### src/rtl/ram_dp_sr_sw_clr_if.sv
// rtl/ram_dp_sr_sw_clr_if.sv - write/read/clear bus bundle for ram_dp_sr_sw_clr
//
// Groups every non-clock, non-reset signal of the RAM.
//   clr      : one-cycle zero-fill request
//   busy     : clear sweep in progress
//   wr_*     : write strobe, address, data, lane enables
//   rd_*     : read strobe, address, returned data, returned-data valid
// master drives requests; slave (the RAM) drives busy/rd_data/rd_valid.

interface ram_dp_sr_sw_clr_if #(
    parameter int DATA_WIDTH = 16,
    parameter int ADDR_WIDTH = 5,
    parameter int LANE_WIDTH = 8
);
    localparam int NUM_LANES = DATA_WIDTH / LANE_WIDTH;

    logic                  clr;
    logic                  busy;
    logic                  wr_en;
    logic [ADDR_WIDTH-1:0] wr_addr;
    logic [DATA_WIDTH-1:0] wr_data;
    logic [NUM_LANES-1:0]  wr_be;
    logic                  rd_en;
    logic [ADDR_WIDTH-1:0] rd_addr;
    logic [DATA_WIDTH-1:0] rd_data;
    logic                  rd_valid;

    modport master (
        output clr, wr_en, wr_addr, wr_data, wr_be, rd_en, rd_addr,
        input  busy, rd_data, rd_valid
    );

    modport slave (
        input  clr, wr_en, wr_addr, wr_data, wr_be, rd_en, rd_addr,
        output busy, rd_data, rd_valid
    );
endinterface

### src/rtl/ram_dp_sr_sw_clr.sv
// rtl/ram_dp_sr_sw_clr.sv - simple dual-port RAM with byte enables and clear sweep
//
// One write port, one read port, per-lane write enables, selectable
// read-during-write behaviour, optional read output register and a clear
// sequencer that zero-fills the array after reset or on clr.
//   clk   : rising-edge clock
//   rst_n : asynchronous active-low reset
//   bus   : ram_dp_sr_sw_clr_if.slave (clr, busy, wr_*, rd_*)

module ram_dp_sr_sw_clr #(
    parameter int DATA_WIDTH = 16,
    parameter int ADDR_WIDTH = 5,
    parameter int RAM_DEPTH  = 1 << ADDR_WIDTH,
    parameter int LANE_WIDTH = 8,
    parameter int RD_MODE    = 0,
    parameter int OUT_REG    = 0
) (
    input  logic                  clk,
    input  logic                  rst_n,
    ram_dp_sr_sw_clr_if.slave     bus
);
    localparam int NUM_LANES = DATA_WIDTH / LANE_WIDTH;
    localparam logic [ADDR_WIDTH-1:0] C_LAST_ADDR = ADDR_WIDTH'(RAM_DEPTH - 1);

    typedef enum logic {
        ST_IDLE  = 1'b0,
        ST_CLEAR = 1'b1
    } state_t;

    state_t                r_state;
    state_t                w_state_nxt;
    logic [ADDR_WIDTH-1:0] r_clr_addr;
    logic [ADDR_WIDTH-1:0] w_clr_addr_nxt;

    logic [DATA_WIDTH-1:0] r_mem [RAM_DEPTH];

    logic                  w_busy;
    logic                  w_block;
    logic                  w_wr_acc;
    logic                  w_rd_acc;
    logic [DATA_WIDTH-1:0] w_rd_old;
    logic [DATA_WIDTH-1:0] w_rd_fwd;
    logic [DATA_WIDTH-1:0] w_rd_word;

    logic                  r_s1_valid;
    logic [DATA_WIDTH-1:0] r_s1_data;

    // ---------------- clear sequencer ----------------
    always_ff @(posedge clk or negedge rst_n) begin
        if (!rst_n) begin
            r_state    <= ST_CLEAR;
            r_clr_addr <= '0;
        end else begin
            r_state    <= w_state_nxt;
            r_clr_addr <= w_clr_addr_nxt;
        end
    end

    always_comb begin
        w_state_nxt    = r_state;
        w_clr_addr_nxt = r_clr_addr;
        case (r_state)
            ST_CLEAR: begin
                // clr is ignored here: an active sweep never restarts
                w_clr_addr_nxt = r_clr_addr + 1'b1;
                if (r_clr_addr == C_LAST_ADDR) begin
                    w_state_nxt    = ST_IDLE;
                    w_clr_addr_nxt = '0;
                end
            end
            default: begin
                if (bus.clr) begin
                    w_state_nxt    = ST_CLEAR;
                    w_clr_addr_nxt = '0;
                end
            end
        endcase
    end

    assign w_busy   = (r_state == ST_CLEAR);
    // the cycle that samples clr in IDLE already belongs to the clear
    assign w_block  = w_busy | bus.clr;
    assign w_wr_acc = bus.wr_en & ~w_block;
    assign w_rd_acc = bus.rd_en & ~w_block;
    assign bus.busy = w_busy;

    // ---------------- storage ----------------
    // No reset on the array: the sweep is the only way contents get zeroed.
    always_ff @(posedge clk) begin
        if (w_busy) begin
            r_mem[r_clr_addr] <= '0;
        end else if (w_wr_acc) begin
            for (int i = 0; i < NUM_LANES; i++) begin
                if (bus.wr_be[i]) begin
                    r_mem[bus.wr_addr][i*LANE_WIDTH +: LANE_WIDTH] <= bus.wr_data[i*LANE_WIDTH +: LANE_WIDTH];
                end
            end
        end
    end

    // ---------------- read path ----------------
    assign w_rd_old = r_mem[bus.rd_addr];

    // Post-write view of the read word: enabled lanes from wr_data.
    always_comb begin
        w_rd_fwd = w_rd_old;
        for (int i = 0; i < NUM_LANES; i++) begin
            if (bus.wr_be[i]) begin
                w_rd_fwd[i*LANE_WIDTH +: LANE_WIDTH] = bus.wr_data[i*LANE_WIDTH +: LANE_WIDTH];
            end
        end
    end

    assign w_rd_word = ((RD_MODE != 0) && w_wr_acc && (bus.wr_addr == bus.rd_addr)) ? w_rd_fwd : w_rd_old;

    // Data registers only load on an accepted read so rd_data holds otherwise.
    always_ff @(posedge clk or negedge rst_n) begin
        if (!rst_n) begin
            r_s1_valid <= 1'b0;
            r_s1_data  <= '0;
        end else begin
            r_s1_valid <= w_rd_acc;
            if (w_rd_acc) begin
                r_s1_data <= w_rd_word;
            end
        end
    end

    generate
        if (OUT_REG != 0) begin : g_out_reg
            logic                  r_s2_valid;
            logic [DATA_WIDTH-1:0] r_s2_data;

            // Not gated by busy: reads already in flight when clr arrives complete.
            always_ff @(posedge clk or negedge rst_n) begin
                if (!rst_n) begin
                    r_s2_valid <= 1'b0;
                    r_s2_data  <= '0;
                end else begin
                    r_s2_valid <= r_s1_valid;
                    if (r_s1_valid) begin
                        r_s2_data <= r_s1_data;
                    end
                end
            end

            assign bus.rd_valid = r_s2_valid;
            assign bus.rd_data  = r_s2_data;
        end else begin : g_no_out_reg
            assign bus.rd_valid = r_s1_valid;
            assign bus.rd_data  = r_s1_data;
        end
    endgenerate
endmodule

### src/flat_wrapper.sv
// flat-port wrapper written by rule: the top's interface ports become plain ports
module ram_dp_sr_sw_clr_flat 
#(
    parameter int DATA_WIDTH = 16,
    parameter int ADDR_WIDTH = 5,
    parameter int RAM_DEPTH  = 1 << ADDR_WIDTH,
    parameter int LANE_WIDTH = 8,
    parameter int RD_MODE    = 0,
    parameter int OUT_REG    = 0
)
  (clk, rst_n, bus_clr, bus_wr_en, bus_wr_addr, bus_wr_data, bus_wr_be, bus_rd_en, bus_rd_addr, bus_busy, bus_rd_data, bus_rd_valid);
  ram_dp_sr_sw_clr_if #(.DATA_WIDTH(DATA_WIDTH), .ADDR_WIDTH(ADDR_WIDTH), .LANE_WIDTH(LANE_WIDTH)) bus_i ();
  input  logic clk;
  input  logic rst_n;
  input wire logic [$bits(bus_i.clr)-1:0] bus_clr;
  input wire logic [$bits(bus_i.wr_en)-1:0] bus_wr_en;
  input wire logic [$bits(bus_i.wr_addr)-1:0] bus_wr_addr;
  input wire logic [$bits(bus_i.wr_data)-1:0] bus_wr_data;
  input wire logic [$bits(bus_i.wr_be)-1:0] bus_wr_be;
  input wire logic [$bits(bus_i.rd_en)-1:0] bus_rd_en;
  input wire logic [$bits(bus_i.rd_addr)-1:0] bus_rd_addr;
  output wire logic [$bits(bus_i.busy)-1:0] bus_busy;
  output wire logic [$bits(bus_i.rd_data)-1:0] bus_rd_data;
  output wire logic [$bits(bus_i.rd_valid)-1:0] bus_rd_valid;
  assign bus_i.clr = bus_clr;
  assign bus_i.wr_en = bus_wr_en;
  assign bus_i.wr_addr = bus_wr_addr;
  assign bus_i.wr_data = bus_wr_data;
  assign bus_i.wr_be = bus_wr_be;
  assign bus_i.rd_en = bus_rd_en;
  assign bus_i.rd_addr = bus_rd_addr;
  assign bus_busy = bus_i.busy;
  assign bus_rd_data = bus_i.rd_data;
  assign bus_rd_valid = bus_i.rd_valid;
  ram_dp_sr_sw_clr #(.DATA_WIDTH(DATA_WIDTH), .ADDR_WIDTH(ADDR_WIDTH), .RAM_DEPTH(RAM_DEPTH), .LANE_WIDTH(LANE_WIDTH), .RD_MODE(RD_MODE), .OUT_REG(OUT_REG)) u_core (.clk(clk), .rst_n(rst_n), .bus(bus_i));
endmodule
### config.mk
export PLATFORM = sky130hd
export DESIGN_NAME = ram_dp_sr_sw_clr_flat
export DESIGN_NICKNAME = d
export VERILOG_FILES = /design/src/rtl/ram_dp_sr_sw_clr_if.sv /design/src/rtl/ram_dp_sr_sw_clr.sv /design/src/flat_wrapper.sv
export SDC_FILE = /design/constraint.sdc
export NUM_CORES = 1
export LEC_CHECK = 0
export BUFFER_PORTS_ARGS = -buffer_cell sky130_fd_sc_hd__buf_2
export CAP_MARGIN = 20
export CORE_ASPECT_RATIO = 1.2
export CORE_MARGIN = 1
export CORE_UTILIZATION = 35
export DETAILED_ROUTE_END_ITERATION = 7
export PLACE_DENSITY_LB_ADDON = 0.08
export REMOVE_ABC_BUFFERS = 1
export SETUP_SLACK_MARGIN = 0.15
export SYNTH_ARGS = -nofsm -noshare
export SYNTH_HDL_FRONTEND = slang
export SYNTH_SLANG_ARGS = --single-unit
### constraint.sdc
create_clock -name clk -period 2.38 [get_ports clk]
set_input_delay 0.119 -clock clk [delete_from_list [all_inputs] [get_ports clk]]
set_output_delay 0.119 -clock clk [all_outputs]
set_load 0.005 [all_outputs]
Word-level counts from Yosys, hierarchy flattened
Memories as Yosys holds them, arrays and structs flattened. A register that Yosys moved wholly into a read port is not among the register bits. Cells that the tools add are included.

Flip-flop bits (word level): 7. RAM bits: 512. Memories kept: 1. Word-level logic and storage cells: 32. Output and inout bits: 18.

Equality and inequality tests: 1. Muxes and demuxes: 19. $add $sub $neg: 1. Bitwise gates (word level): 4. Reductions and logical operators: 3.

Memory list: u_core.r_mem (words 32, width 16, rd ports 1, clocked after Yosys merged registers in 1, write ports 1, RTL line ram_dp_sr_sw_clr.sv:35) `logic [DATA_WIDTH-1:0] r_mem [RAM_DEPTH];`.

Operators with widths (number): 5-bit two-way mux (4); 16-bit two-way mux (1); 16-bit OR reduction (1); 1-bit two-way mux (13); 5-bit by 1-bit adder with 5-bit output (second input constant) (1); 5-bit equality test (second input constant) (1); 1-bit AND (2); 2-bit two-way mux (1); 2-bit nonzero test (1); 1-bit zero test (1); 1-bit inverter (1); 1-bit OR (1).

Logic depth before layout (Yosys ltp)
Gate-level depths: netlist (run 1).

Depth in word-level cells: 8. Mapped depth: 8. Mapped depth without buffers: 5.

Worst setup path before layout (run 1)
OpenSTA, ideal clock, no wires.

Path type: register to register. Start point: register u_core.r_state (netlist: u_core.bus.busy). End point: memory u_core.r_mem[6][0] (enable). Data arrival time: 1900 ps. Required time: 2010 ps. Slack: 109 ps. Period minus slack after synthesis: 2271 ps. Cell stages (with the launch flop): 7. Setup time: 370 ps. Path through: dfstp_2 -> nor2_2 -> o211ai_1 -> buf_2 -> mux2i_1 -> nand2_1 -> nor2_1.

Cells in the longest elaborated chain, start to end: 8.

RTL lines: start: declaration (RTL line ram_dp_sr_sw_clr.sv:30) `state_t r_state;`; start signal: assignment (RTL line ram_dp_sr_sw_clr.sv:54) `r_state <= w_state_nxt;`; 1-bit OR (RTL line ram_dp_sr_sw_clr.sv:82) `assign w_block = w_busy | bus.clr;`; 1-bit inverter (RTL line ram_dp_sr_sw_clr.sv:83) `assign w_wr_acc = bus.wr_en & ~w_block;`; 1-bit AND (RTL line ram_dp_sr_sw_clr.sv:83); 1-bit two-way mux (RTL line ram_dp_sr_sw_clr.sv:92) `end else if (w_wr_acc) begin`; 1-bit two-way mux (RTL line ram_dp_sr_sw_clr.sv:90) `if (w_busy) begin`; 1-bit two-way mux (implied by the code) (RTL line ram_dp_sr_sw_clr.sv:95) `r_mem[bus.wr_addr][i*LANE_WIDTH +: LANE_WIDTH] <= bus.wr_data[i*LANE_WIDTH +: LANE_WIDTH];`; 16-bit OR reduction (no line); 5-bit two-way mux (no line) or 2-bit two-way mux (tied branches); end: declaration (RTL line ram_dp_sr_sw_clr.sv:35).

Parallel ways exist; a longest one is shown, timed or not.

Worst setup path in the final report (run 1)
Start point: register u_core.r_state (netlist: u_core.bus.busy). End point: memory u_core.r_mem[21][3] (enable).

Same word-level chain as after synthesis.

==> impl_metrics.yaml, run 1 <==
cts:
  cts_buffers: 56
  clock_latency_ns: 0.60
  cts_tree: "built"
  root_buffer: "clkbuf_16"
  clkTransAtPathRegs_ns: 0.06
  clock-sinks: 535
  htreeDepth: 2
  cts_max_path_buffers: 3
sta:
  min_period_over_period: 0.9139
  period_minus_slack_ns: 2.175
  finalClockSkew_ns: 0.01757
  worst_pin_slew_ns: 0.8495
  hold_viol: 0
  finalSetupViolCount: 0
  max_freq_ghz: 0.4598
  setup_tns_ns: 0
  slew_viol_final: 0
  slew-limit-headroom: 0.4337
  rsz0062_at_grt: "true"
worst_setup_path:
  cp-end-kind: "register"
  critPathKind: "register to register"
  crit_path_max_fanout: 8
  worstSetupStartpoint: "u_core.bus.busy"
  cp_data_required_time_ns: 2.68
  startpoint_type: "register"
  timing.rr.start: "u_core.bus.busy"
  cp.arrival_ns: 2.47
synth:
  postSynthCellCount: 1227
  synth_top_area_share: 0.7130
  synth_warnings: 0
  synth_edf_count: 512
  synth_area_sq_mm: 0.02156
  synth-seq-cells: 535
  avgSynthCellArea_sq_um: 17.57
  synth_top_area_cell: "edfxtp_1"
  synthTopCellsByArea: "edfxtp_1 71%, mux2i_1 12%, dfrtp_1 2.6%"
  synth_flop_cell: "edfxtp_1"
  seq_area_frac_synth: 0.7397
  synth_async_sr_flop_share: 0.04299
  ys_types: 45
global_routing:
  antenna_found_initial: 2
  grt_start_max_net_pins: 57
  grt_pass1_wl_um: 82340
  grt_usage: 0.1813
  globalRoute.totalOverflow: 0
  grt_pass1_vias: 11920
power:
  switchingPower_mw: 6.428
  seq_power_share: 0.479
  intPower_mw: 18.23
  finalPower_mw: 24.65
  ir_drop_mv: 0.5550
  powerDensity_mw_per_mm2: 945.0
  power_leakage_nw: 9.355
  switching_share: 0.2607
  combPwrFrac: 0.167
  pwr-share-clk: 0.354
die:
  dieWidth_um: 228.6
  core_area_sq_mm: 0.06082
  die-area_sq_mm: 0.06261
  fp-row-count: 99
  ios: 51
  die_h_um: 273.9
  floorplan.initialDensity: 0.3546
route:
  antenna_left: 0
  via_per_inst: 5.049
  drt_drc_violations_left: 0
  wire_per_inst_um: 24.77
  num_vias: 11530
  detailedRoute.firstPassIterationCount: 5
  wl_um: 56580
  drtIter0Drc: 645
run:
  drv_cap: 0
cells_and_area:
  drive_above_1_share: 0.2605
  syn_to_final_growth_pct: 20.99
  nNetsFinal: 1464
  postLayoutCoreUtil: 0.4290
  mostFrequentLayoutCells: "512 x edfxtp_1, 258 x mux2i_1, 111 x buf_4"
  final_common_cell: "edfxtp_1"
outcome:
  outcome: "complete, no violations"
place:
  io_buffers: 50
  hpwl_um: 36580
  gp_congestion: 0.7794
worst_hold_path:
  min-delay-start: "bus_rd_en"
  hold_class: "input port to register"
state kept, by name, summed over array words and instances (netlist names):
register,cells
u_core.bus.rd_data,16
u_core.bus.busy,1
u_core.bus.rd_valid,1
u_core.r_mem,512
u_core.r_clr_addr,5
Yosys cell counts, types with 9 or more instances:
cell      instances
o41ai_2          16
a221oi_1         16
a221oi_2         16
o22ai_1          16
nor2_1           67
buf_6             9
buf_4            12
a22o_1           33
dfrtp_1          22
a22oi_1          64
mux2i_1         259
buf_2            16
a21oi_1          32
nand2_1          32
clkbuf_1         16
edfxtp_1        512
and2_1           17
what timing repair did:
action	4_1_cts	5_1_grt
hold endpoints to repair	25	0
setup buffers	3	3
hold buffers	2	0
endpoints found under the setup margin	400	369
pin swaps	2	8
resized for setup	38	74
power by group through the flow:
stage	combinational, mW	sequential (mW)	clock, mW
after CTS	3.85	11.8	8.95
after global routing	4.42	11.9	9.30
after global placement	3.68	12.0	0
after detailed placement	3.69	12.0	0
after floorplan	1.66	11.9	0
final	4.12	11.8	8.73
layer usage:
| metal | routed length (um) | global-route usage | up-vias |
|---|---|---|---|
| met4 | 1320 | 0.05281 | 0 |
| met2 | 27370 | 0.3000 | 218 |
| met5 | 0 | 0 | - |
| li1 | - | - | 5334 |
| met3 | 2091 | 0.02829 | 73 |
| met1 | 25800 | 0.2466 | 5907 |
area by class of cell:
cell class                      instances  area [sq um]
Clock inverter                         33         334.1
Antenna cell                            2         5.005
Inverter                                4         15.01
Multi-Input combinational cell        618          5408
Tap cell                              808          1011
Fill cell                            5425         34730
Timing Repair Buffer                  214          1871
Clock buffer                           70          1495
Sequential cell                       535         15950
cell families (layout without fill, tap and decap cells):
logic type	after synthesis	in the layout	share of synthesized area
other	0	2	0
AND/OR/NAND/NOR	143	143	0.03017
XOR/XNOR	2	2	0.0008124
multiplexers	259	259	0.1202
buffers and inverters	74	321	0.02489
flip-flops	535	535	0.7397
AO/OA/AOI/OAI	212	212	0.08303
adder cells (fa/ha/maj)	2	2	0.001160
path summary, 6_finish.rpt:
path                                          end  slack [ns]  depth (start not counted)
hold / removal                u_core.bus.rd_valid        0.07                          4
hold reg to reg            u_core.bus.rd_data[12]        0.49                          2
setup reg to reg              u_core.r_mem[21][3]        0.20                          9
setup / recovery              u_core.r_mem[21][3]        0.20                          9
max in group asynchronous    u_core.r_clr_addr[2]        1.89                          2
min in group asynchronous     u_core.bus.rd_valid        0.08                          2
per-stage QoR:
step	hold WS, ns	instances	setup slack, ns	area [sq um]
finish	0.07378	2284	0.2050	26090
global route	0.08713	2282	0.1168	26090
CTS	0.03074	2279	0.1245	25750
detailed placement	0.1573	2171	-0.2169	23730
global placement	0.1607	2171	-0.1769	23730
floorplan	-0.1766	1157	-1.133	21040
critical path: stages (launching register included):
cell and delay [ns]:
dfstp_2 0.55, nor2_4 0.04, o211ai_1 0.18, buf_4 0.19, mux2i_2 0.24, nand2_1 0.10
buf_6 0.17, buf_6 0.14, nor2_4 0.08, buf_8 0.15
Power figures use the tool's default switching activity.
==> inputs of run 2 (changes only) <==
CORE_ASPECT_RATIO = not set   (was 1.2)
==> impl_metrics.yaml, run 2 (synthesis gave the netlist of run 1 again) <==
outcome:
  outcome: "complete, no violations"
sta:
  fin_hold_ws_ns: 0.08364
  period_minus_slack_ns: 2.223
  slew_viol_final: 0
  finalSetupViolCount: 0
  worst_pin_slew_ns: 0.8387
  max_freq_ghz: 0.4499
  min_period_over_period: 0.9339
  finalClockSkew_ns: 0.01886
  slew-limit-headroom: 0.4395
  finalWorstSetupSlack_ns: 0.1574
  hold_viol: 0
  rsz0062_at_grt: "true"
cells_and_area:
  mostFrequentLayoutCells: "512 x edfxtp_1, 257 x mux2i_1, 102 x buf_4"
  largest_reg_flops: 512
  final_common_cell: "edfxtp_1"
  drive_above_1_share: 0.2524
  nNetsFinal: 1453
  top_register: "u_core.r_mem"
  postLayoutCoreUtil: 0.4295
  fin_cells: 2249
  syn_to_final_growth_pct: 20.66
  fillCellCount: 5396
route:
  num_vias: 11490
  detailedRoute.firstPassIterationCount: 5
  drtIter0Drc: 844
  antenna_left: 0
  wire_per_inst_um: 25.16
  wl_um: 56580
  drt_drc_violations_left: 0
  via_per_inst: 5.108
place:
  gp_congestion: 0.7610
  dp_cells: 2131
  hpwl_um: 36460
  io_buffers: 50
  place_ws_ns: -0.2433
power:
  pwr-share-clk: 0.350
  switchingPower_mw: 6.523
  ir_drop_mv: 0.5132
  intPower_mw: 18.17
  switching_share: 0.2642
  powerDensity_mw_per_mm2: 949.1
  power_leakage_nw: 9.288
  combPwrFrac: 0.172
  seq_power_share: 0.478
  finalPower_mw: 24.69
global_routing:
  grt_pass1_wl_um: 81940
  antenna_found_initial: 3
  grt_usage: 0.1814
  globalRoute.totalOverflow: 0
  grt_pass1_vias: 11780
  grt_start_max_net_pins: 38
die:
  floorplan.initialDensity: 0.3559
  die_h_um: 250.2
  die-area_sq_mm: 0.06261
  dieWidth_um: 250.2
  fp-row-count: 90
  ios: 51
  core_area_sq_mm: 0.06058
cts:
  cts_buffers: 57
  clock-sinks: 535
  clkTransAtPathRegs_ns: 0.06
  root_buffer: "clkbuf_16"
  cts_tree: "built"
  clock_latency_ns: 0.61
  htreeDepth: 2
  cts_max_path_buffers: 3
worst_hold_path:
  hold_class: "input port to asynchronous set/reset pin"
worst_setup_path:
  reg2reg_depth: 8
  cp_data_required_time_ns: 2.68
  reg2reg_slack_ns: 0.16
  critPathKind: "register to register"
  startpoint_type: "register"
  crit_path_max_fanout: 8
  cp-end-kind: "register"
  r2r-end: "u_core.r_mem[1][9]"
  cp.arrival_ns: 2.53
  timing.rr.start: "u_core.bus.busy"
run:
  drv_cap: 0
## run 2: cell types whose count changed in the layout (fill, tap and decap cells not counted), sizes merged
cell	delta
clkbuf	+7
bufinv	-1
buf	-13
dlygate4sd3	+1
clkinvlp	-1
inv	+1
clkinv	-2
diode	-1
## run 2: final cells by class
| cell class | count | area, sq um | area share |
|---|---|---|---|
| diodes | 1 | 2.502 | 0.00009618 |
| multi-input cells | 618 | 5499 | 0.2113 |
| repair buffers | 202 | 1760 | 0.06766 |
| inverters | 4 | 15.01 | 0.0005771 |
| clock buffers | 77 | 1511 | 0.05809 |
| clock inverters | 30 | 300.3 | 0.01154 |
| flip-flops and latches | 535 | 15950 | 0.6131 |
| well taps | 782 | 978.4 | 0.03761 |
## run 2: power by group through the flow
| stage | clock (mW) | sequential (mW) | combinational (mW) |
|---|---|---|---|
| finish | 8.64 | 11.8 | 4.25 |
| CTS | 8.86 | 11.8 | 3.91 |
| floorplan | 0 | 11.9 | 1.66 |
| global placement | 0 | 12.0 | 3.67 |
| global route | 9.18 | 11.9 | 4.56 |
| detailed placement | 0 | 12.0 | 3.70 |
## run 2: timing repair
| action | 4_1_cts | 5_1_grt |
|---|---|---|
| pin swaps | 3 | 10 |
| hold endpoints to repair | 29 | 0 |
| endpoints found under the setup margin | 400 | 456 |
| hold buffers | 3 | 0 |
| resized for setup | 44 | 84 |
| setup buffers | 2 | 5 |
## run 2: routing by layer
metal,share of wire,global-route usage,up-vias
li1,-,-,5318
met1,0.47,0.2573,5887
met2,0.48,0.2940,213
met3,0.035,0.02671,71
met4,0.017,0.04154,0
met5,0,0,-
## run 2: worst max-delay path by stage
stage / startpoint / to / slack [ns] / cells past startpoint
finish: u_core.bus.busy / u_core.r_mem[1][9] / 0.16 / 8
floorplan: bus_rd_addr[1] / u_core.bus.rd_data[7] / -1.13 / 5
global route: u_core.bus.busy / u_core.r_mem[9][1] / 0.03 / 8
global placement: u_core.bus.busy / u_core.r_mem[2][15] / -0.19 / 6
CTS: u_core.bus.busy / u_core.r_mem[28][3] / 0.05 / 5
detailed placement: u_core.bus.busy / u_core.r_mem[2][15] / -0.24 / 6
## run 2: stage by stage
stage          instance area, sq um  setup TNS (ns)
4_1_cts                       25630               0
3_3_place_gp                  23610          -12.04
5_1_grt                       26020               0
3_5_place_dp                  23610          -13.67
6_report                      26020               0
2_1_floorplan                 21040          -17.76
## run 2: critical path: stages, from the launching register on
cell and delay [ns]:
dfstp_2 0.55, nor2_4 0.04, o211ai_1 0.22, buf_4 0.24
mux2i_4 0.30, nand2_4 0.11, buf_12 0.17, nor2_1 0.10
buf_4 0.18
